$ cat src/rtl/chaos_pkg.sv
// chaos_pkg: shared FSM encoding, lane helper and default sizes.
// Optional watchdog in the controller is enabled by CHAOS_ITER_TIMEOUT_EN.
package chaos_pkg;

  localparam int unsigned DEF_DIM        = 3;
  localparam int unsigned DEF_DATA_WIDTH = 64;

  typedef enum logic [2:0] {
    S_IDLE,
    S_ISSUE,
    S_WAIT,
    S_EMIT,
    S_DONE
  } chaos_state_e;

  // LSB of lane `lane` in a flattened DIM*width bus.
  function automatic int unsigned lane_lsb(
    input int unsigned lane,
    input int unsigned width
  );
    return lane * width;
  endfunction

endpackage

$ cat src/rtl/chaos_iter_watchdog.sv
// chaos_iter_watchdog: counts consecutive run cycles, flags expiry.
// Used by chaotic_iter_ctrl only when CHAOS_ITER_TIMEOUT_EN is defined.
module chaos_iter_watchdog #(
  parameter int unsigned TIMEOUT = 1024
) (
  input  logic clk,
  input  logic rst_n,
  input  logic run_i,
  output logic expire_o
);

  localparam int unsigned CW = $clog2(TIMEOUT + 1);

  logic [CW-1:0] cnt_q;
  logic [CW-1:0] cnt_d;

  always_comb begin
    cnt_d = '0;
    if (run_i) begin
      cnt_d = cnt_q + 1'b1;
    end
  end

  always_ff @(posedge clk or negedge rst_n) begin
    if (!rst_n) begin
      cnt_q <= '0;
    end else begin
      cnt_q <= cnt_d;
    end
  end

  // High during the TIMEOUT-th consecutive run cycle.
  assign expire_o = run_i && (cnt_q == CW'(TIMEOUT - 1));

endmodule

$ cat src/rtl/chaotic_iter_ctrl.sv
// chaotic_iter_ctrl: seed/issue/feedback loop around the equation core.
// Define CHAOS_ITER_TIMEOUT_EN to enable the WAIT watchdog and err flag.
module chaotic_iter_ctrl
  import chaos_pkg::*;
#(
  parameter int unsigned DATA_WIDTH = DEF_DATA_WIDTH,
  parameter int unsigned DIM        = DEF_DIM,
  parameter int unsigned ITER_W     = 32,
  parameter int unsigned TIMEOUT    = 1024
) (
  input  logic                      clk,
  input  logic                      rst_n,
  input  logic                      start,
  input  logic                      stop,
  input  logic [DIM*DATA_WIDTH-1:0] seed,
  input  logic [ITER_W-1:0]         warmup,
  input  logic [ITER_W-1:0]         num_samples,
  output logic                      busy,
  output logic                      done,
  output logic                      err,
  output logic                      eq_valid,
  output logic [DIM*DATA_WIDTH-1:0] eq_state,
  input  logic                      eq_next_valid,
  input  logic [DIM*DATA_WIDTH-1:0] eq_next,
  output logic                      smp_valid,
  input  logic                      smp_ready,
  output logic [DIM*DATA_WIDTH-1:0] smp_data,
  output logic [ITER_W-1:0]         smp_index
);

  localparam int unsigned VW = DIM * DATA_WIDTH;

  chaos_state_e fsm_q, fsm_d;

  logic [VW-1:0]     vec_q, vec_d;
  logic [ITER_W-1:0] warm_q, warm_d;
  logic [ITER_W-1:0] samp_q, samp_d;
  logic [ITER_W-1:0] wup_q, wup_d;
  logic [ITER_W-1:0] nsmp_q, nsmp_d;
  logic              stop_q, stop_d;
  logic              err_q, err_d;

  logic busy_q, done_q, eqv_q, smpv_q;
  logic expire;

`ifdef CHAOS_ITER_TIMEOUT_EN
  chaos_iter_watchdog #(
    .TIMEOUT (TIMEOUT)
  ) u_wdog (
    .clk      (clk),
    .rst_n    (rst_n),
    .run_i    (fsm_q == S_WAIT),
    .expire_o (expire)
  );
`else
  assign expire = (TIMEOUT == 0) & 1'b0;
`endif

  always_comb begin
    fsm_d  = fsm_q;
    vec_d  = vec_q;
    warm_d = warm_q;
    samp_d = samp_q;
    wup_d  = wup_q;
    nsmp_d = nsmp_q;
    err_d  = err_q;
    stop_d = stop_q | (stop && (fsm_q != S_IDLE));
    unique case (fsm_q)
      S_IDLE: begin
        if (start) begin
          fsm_d  = S_ISSUE;
          vec_d  = seed;
          warm_d = '0;
          samp_d = '0;
          wup_d  = warmup;
          nsmp_d = num_samples;
          stop_d = 1'b0;
          err_d  = 1'b0;
        end
      end
      S_ISSUE: begin
        fsm_d = S_WAIT;
      end
      S_WAIT: begin
        if (eq_next_valid) begin
          vec_d = eq_next;
          if (warm_q < wup_q) begin
            warm_d = warm_q + 1'b1;
            fsm_d  = stop_q ? S_DONE : S_ISSUE;
          end else begin
            fsm_d = S_EMIT;
          end
        end else if (expire) begin
          err_d = 1'b1;
          fsm_d = S_DONE;
        end
      end
      S_EMIT: begin
        if (smp_ready) begin
          samp_d = samp_q + 1'b1;
          // num_samples of zero means free-run until stop.
          if ((nsmp_q != '0) && (samp_d == nsmp_q)) begin
            fsm_d = S_DONE;
          end else if (stop_q) begin
            fsm_d = S_DONE;
          end else begin
            fsm_d = S_ISSUE;
          end
        end
      end
      S_DONE: begin
        fsm_d = S_IDLE;
      end
      default: begin
        fsm_d = S_IDLE;
      end
    endcase
  end

  always_ff @(posedge clk or negedge rst_n) begin
    if (!rst_n) begin
      fsm_q  <= S_IDLE;
      vec_q  <= '0;
      warm_q <= '0;
      samp_q <= '0;
      wup_q  <= '0;
      nsmp_q <= '0;
      stop_q <= 1'b0;
      err_q  <= 1'b0;
      busy_q <= 1'b0;
      done_q <= 1'b0;
      eqv_q  <= 1'b0;
      smpv_q <= 1'b0;
    end else begin
      fsm_q  <= fsm_d;
      vec_q  <= vec_d;
      warm_q <= warm_d;
      samp_q <= samp_d;
      wup_q  <= wup_d;
      nsmp_q <= nsmp_d;
      stop_q <= stop_d;
      err_q  <= err_d;
      busy_q <= fsm_d inside {S_ISSUE, S_WAIT, S_EMIT};
      done_q <= (fsm_d == S_DONE);
      eqv_q  <= (fsm_d == S_ISSUE);
      smpv_q <= (fsm_d == S_EMIT);
    end
  end

  assign busy      = busy_q;
  assign done      = done_q;
  assign eq_valid  = eqv_q;
  assign eq_state  = vec_q;
  assign smp_valid = smpv_q;
  assign smp_data  = vec_q;
  assign smp_index = samp_q;

`ifdef CHAOS_ITER_TIMEOUT_EN
  assign err = err_q;
`else
  assign err = 1'b0 & err_q;
`endif

endmodule

$ cat config.mk
export PLATFORM = sky130hd
export DESIGN_NAME = chaotic_iter_ctrl
export DESIGN_NICKNAME = d
export VERILOG_FILES = /design/src/rtl/chaos_pkg.sv /design/src/rtl/chaos_iter_watchdog.sv /design/src/rtl/chaotic_iter_ctrl.sv
export SDC_FILE = /design/constraint.sdc
export NUM_CORES = 1
export LEC_CHECK = 0
export ABC_AREA = 1
export CAP_MARGIN = 0
export CORE_AREA = 3 3 338 340
export CTS_CLUSTER_SIZE = 30
export DETAILED_ROUTE_END_ITERATION = 16
export DIE_AREA = 0 0 341 343
export PLACE_DENSITY = 0.42
export SYNTH_ARGS = -nofsm -noshare
export SYNTH_HDL_FRONTEND = slang
export SYNTH_SLANG_ARGS = --single-unit
$ cat constraint.sdc
create_clock -name clk -period 5.2 [get_ports clk]
set_input_delay 0.78 -clock clk [delete_from_list [all_inputs] [get_ports clk]]
set_output_delay 0.78 -clock clk [all_outputs]
set_load 0.005 [all_outputs]
==> results.py <==
metrics = {
    "status": {
        "status": "finished, final reports clean",
    },
    "clocking": {
        "cts_hold_buffers": 0,
        "tritoncts": "built",
        "insertion_delay_ps": 620,
        "clk_pin_slew_ps": 60,
        "cts-root-buf": "clkbuf_16",
        "postCtsSetupBuffers": 0,
        "cts_made_buffers": 46,
        "ctsHtreeMaxLevel": 2,
        "postCtsResizedCells": 0,
        "cts.sinks": 328,
        "clockBufferDepth": 3,
    },
    "yosys": {
        "synth_common_cells": "797 x nand2_1, 328 x dfrtp_1, 303 x nor2_1",
        "synthCells": 2432,
        "ys_seq_area_frac": 0.447,
        "synth.area.top_cells": "dfrtp_1 45%, nand2_1 16%, buf_4 7.9%, a31oi_1 6.5%, nor2_1 6.2%",
        "synth_top_area_cell": "dfrtp_1",
        "ys_warn_count": 0,
        "synth_nets": 2919,
        "synth_most_common_cell": "nand2_1",
        "ys_seq_elements": 328,
        "syn_area_um2": 18400,
        "ys_types": 37,
        "synth_top_area_frac": 0.447,
        "async_reset_ff_frac": 1.00,
        "synthFlopType": "dfrtp_1",
        "synth_area_per_cell_um2": 7.56,
        "synth_edf_count": 0,
    },
    "placement": {
        "port-buffer-count": 873,
        "dp_hpwl_um": 97500,
        "routabilityCongestion": 0.858,
        "placed_area_um2": 27300,
        "place_ws_ps": 2270,
    },
    "sta": {
        "period_share": 0.579,
        "worstMarginPinSlew_ps": 965,
        "hold_violations": 0,
        "slew_viol_final": 0,
        "tns_ps": 0,
        "rsz0062_at_grt": "no",
        "min_period_ps": 3010,
        "max_freq_ghz": 0.332,
        "whs_ps": 107,
        "clock_skew_ps": 22.5,
        "worst_slack_ps": 2190,
        "setup-violations-final": 0,
        "relSlewSlack": 0.357,
    },
    "power_and_ir_drop": {
        "power_density_nw_per_um2": 574,
        "power_leakage_uw": 0.0118,
        "peakVddDrop_v": 0.000407,
    },
    "route": {
        "via_per_inst": 4.08,
        "antenna_left": 0,
        "vias": 18789,
        "dr.pass1.iters": 6,
        "drt_iter0_drc": 1303,
        "routed_wl_um": 119000,
        "drc": 0,
        "post_drt_wl_per_cell_um": 25.8,
    },
    "die": {
        "pin_count": 875,
        "initial_utilization": 0.164,
        "design.core.area_um2": 112000,
        "die-area_um2": 117000,
        "die_w_um": 341,
        "die_y_um": 343,
        "rows": 123,
    },
    "global_routing": {
        "use_met1": 0.244,
        "grt_usage": 0.195,
        "use_met2": 0.303,
        "grt_pass1_vias": 18306,
        "antenna_found_initial": 14,
        "grt_pass1_wl_um": 157000,
        "grtUsageMet3": 0.0690,
        "gr-max-usage-layer": "met2",
        "grt-ovfl-total": 0,
        "grt_max_degree": 146,
    },
    "final_layout": {
        "layout-drive-gt1-share": 0.0378,
        "fin_area_um2": 28800,
        "fin_nets": 3550,
        "area_growth_pct": 56.9,
    },
    "min_path": {
        "hold_path.class": "input pin to async pin",
    },
    "setup_path": {
        "path_class": "flop to flop",
        "reg2reg_depth": 5,
        "crit_path_end": "eq_state[159]$_DFFE_PN0P_",
        "worstPathRequired_ps": 5730,
        "r2r-end": "eq_state[159]$_DFFE_PN0P_",
        "rr_startpoint": "fsm_q[2]$_DFF_PN0_",
        "crit_path_max_fanout": 127,
        "crit_arrival_ps": 3540,
        "critPathLaunch": "fsm_q[2]$_DFF_PN0_",
        "reg2reg_slack_ps": 2190,
        "crit_path_end_kind": "flop",
        "crit_path_start_kind": "flop",
    },
    "job": {
        "drv_cap": 0,
    },
}
through the flow:
step | utilization | total power [uW] | instances
3_3_place_gp | 0.244 | 13600 | 4515
4_1_cts | 0.257 | 17000 | 4594
3_5_place_dp | 0.244 | 13600 | 4515
2_1_floorplan | - | 8130 | 2432
5_1_grt | 0.258 | 17700 | 4598
6_report | 0.258 | 16600 | 4604
flip-flops by register name, summed over array words and instances, names as in the netlist:
| signal | count |
|---|---|
| busy | 1 |
| done | 1 |
| eq_state | 192 |
| eq_valid | 1 |
| fsm_q | 3 |
| nsmp_q | 32 |
| smp_index | 32 |
| smp_valid | 1 |
| stop_q | 1 |
| warm_q | 32 |
| wup_q | 32 |
layout by cell type, fill, tap and decap left out, drive strengths merged, types with 17 or more instances in the layout:
master,instances
o22ai,19
clkdlybuf4s50,872
nor3,27
ha,33
nand3,89
nor2,317
o21ai,89
xor2,23
a31oi,192
clkbuf,66
dfrtp,328
a21oi,24
buf,17
inv,136
nand2,804
layer usage:
layer | wire length, um | part of all wire
met1 | 48800 | 0.41
met2 | 53800 | 0.45
met3 | 11600 | 0.097
met4 | 4710 | 0.040
met5 | 27 | 0.00023
where the power goes:
group          total [uW]  internal (uW)  switching (uW)
Clock                3210           1880            1330
Combinational        8390           3830            4560
Sequential           4960           3600            1360
final cells by class:
type,instances,area [um2]
multi-input cells,1663,7790
inverters,135,514
diodes,10,25.0
flip-flops and latches,328,8210
repair buffers,889,8950
well taps,1500,1880
clock inverters,13,161
fillers,12280,83100
clock buffers,66,1310
worst max-delay path, cell delays in order, from the launching register on:
cell and delay (ps):
dfrtp_1 470, nor3_4 360, buf_12 410, buf_4 860, nand2_1 220, a31oi_1 210
worst min path at each step:
stage / startpoint / end / slack (ps) / depth (start not counted)
3_3_place_gp: wup_q[0]$_DFFE_PN0P_ / wup_q[0]$_DFFE_PN0P_ / 500 / 2
2_1_floorplan: wup_q[0]$_DFFE_PN0P_ / wup_q[0]$_DFFE_PN0P_ / 450 / 2
3_5_place_dp: wup_q[0]$_DFFE_PN0P_ / wup_q[0]$_DFFE_PN0P_ / 500 / 2
6_report: rst_n / eq_state[163]$_DFFE_PN0P_ / 110 / 1
4_1_cts: rst_n / eq_state[15]$_DFFE_PN0P_ / 60 / 1
5_1_grt: rst_n / eq_state[163]$_DFFE_PN0P_ / 100 / 1
cells by family after synthesis:
logic type,Yosys count,synth area share
fa+ha+maj,33,0.0225
simple gates,1267,0.279
xor+xnor,35,0.0174
flops,328,0.447
compound gates,327,0.104
buf+inv,441,0.130
other cells,1,0.000204
Note: power is estimated with default switching activity, not from simulation.
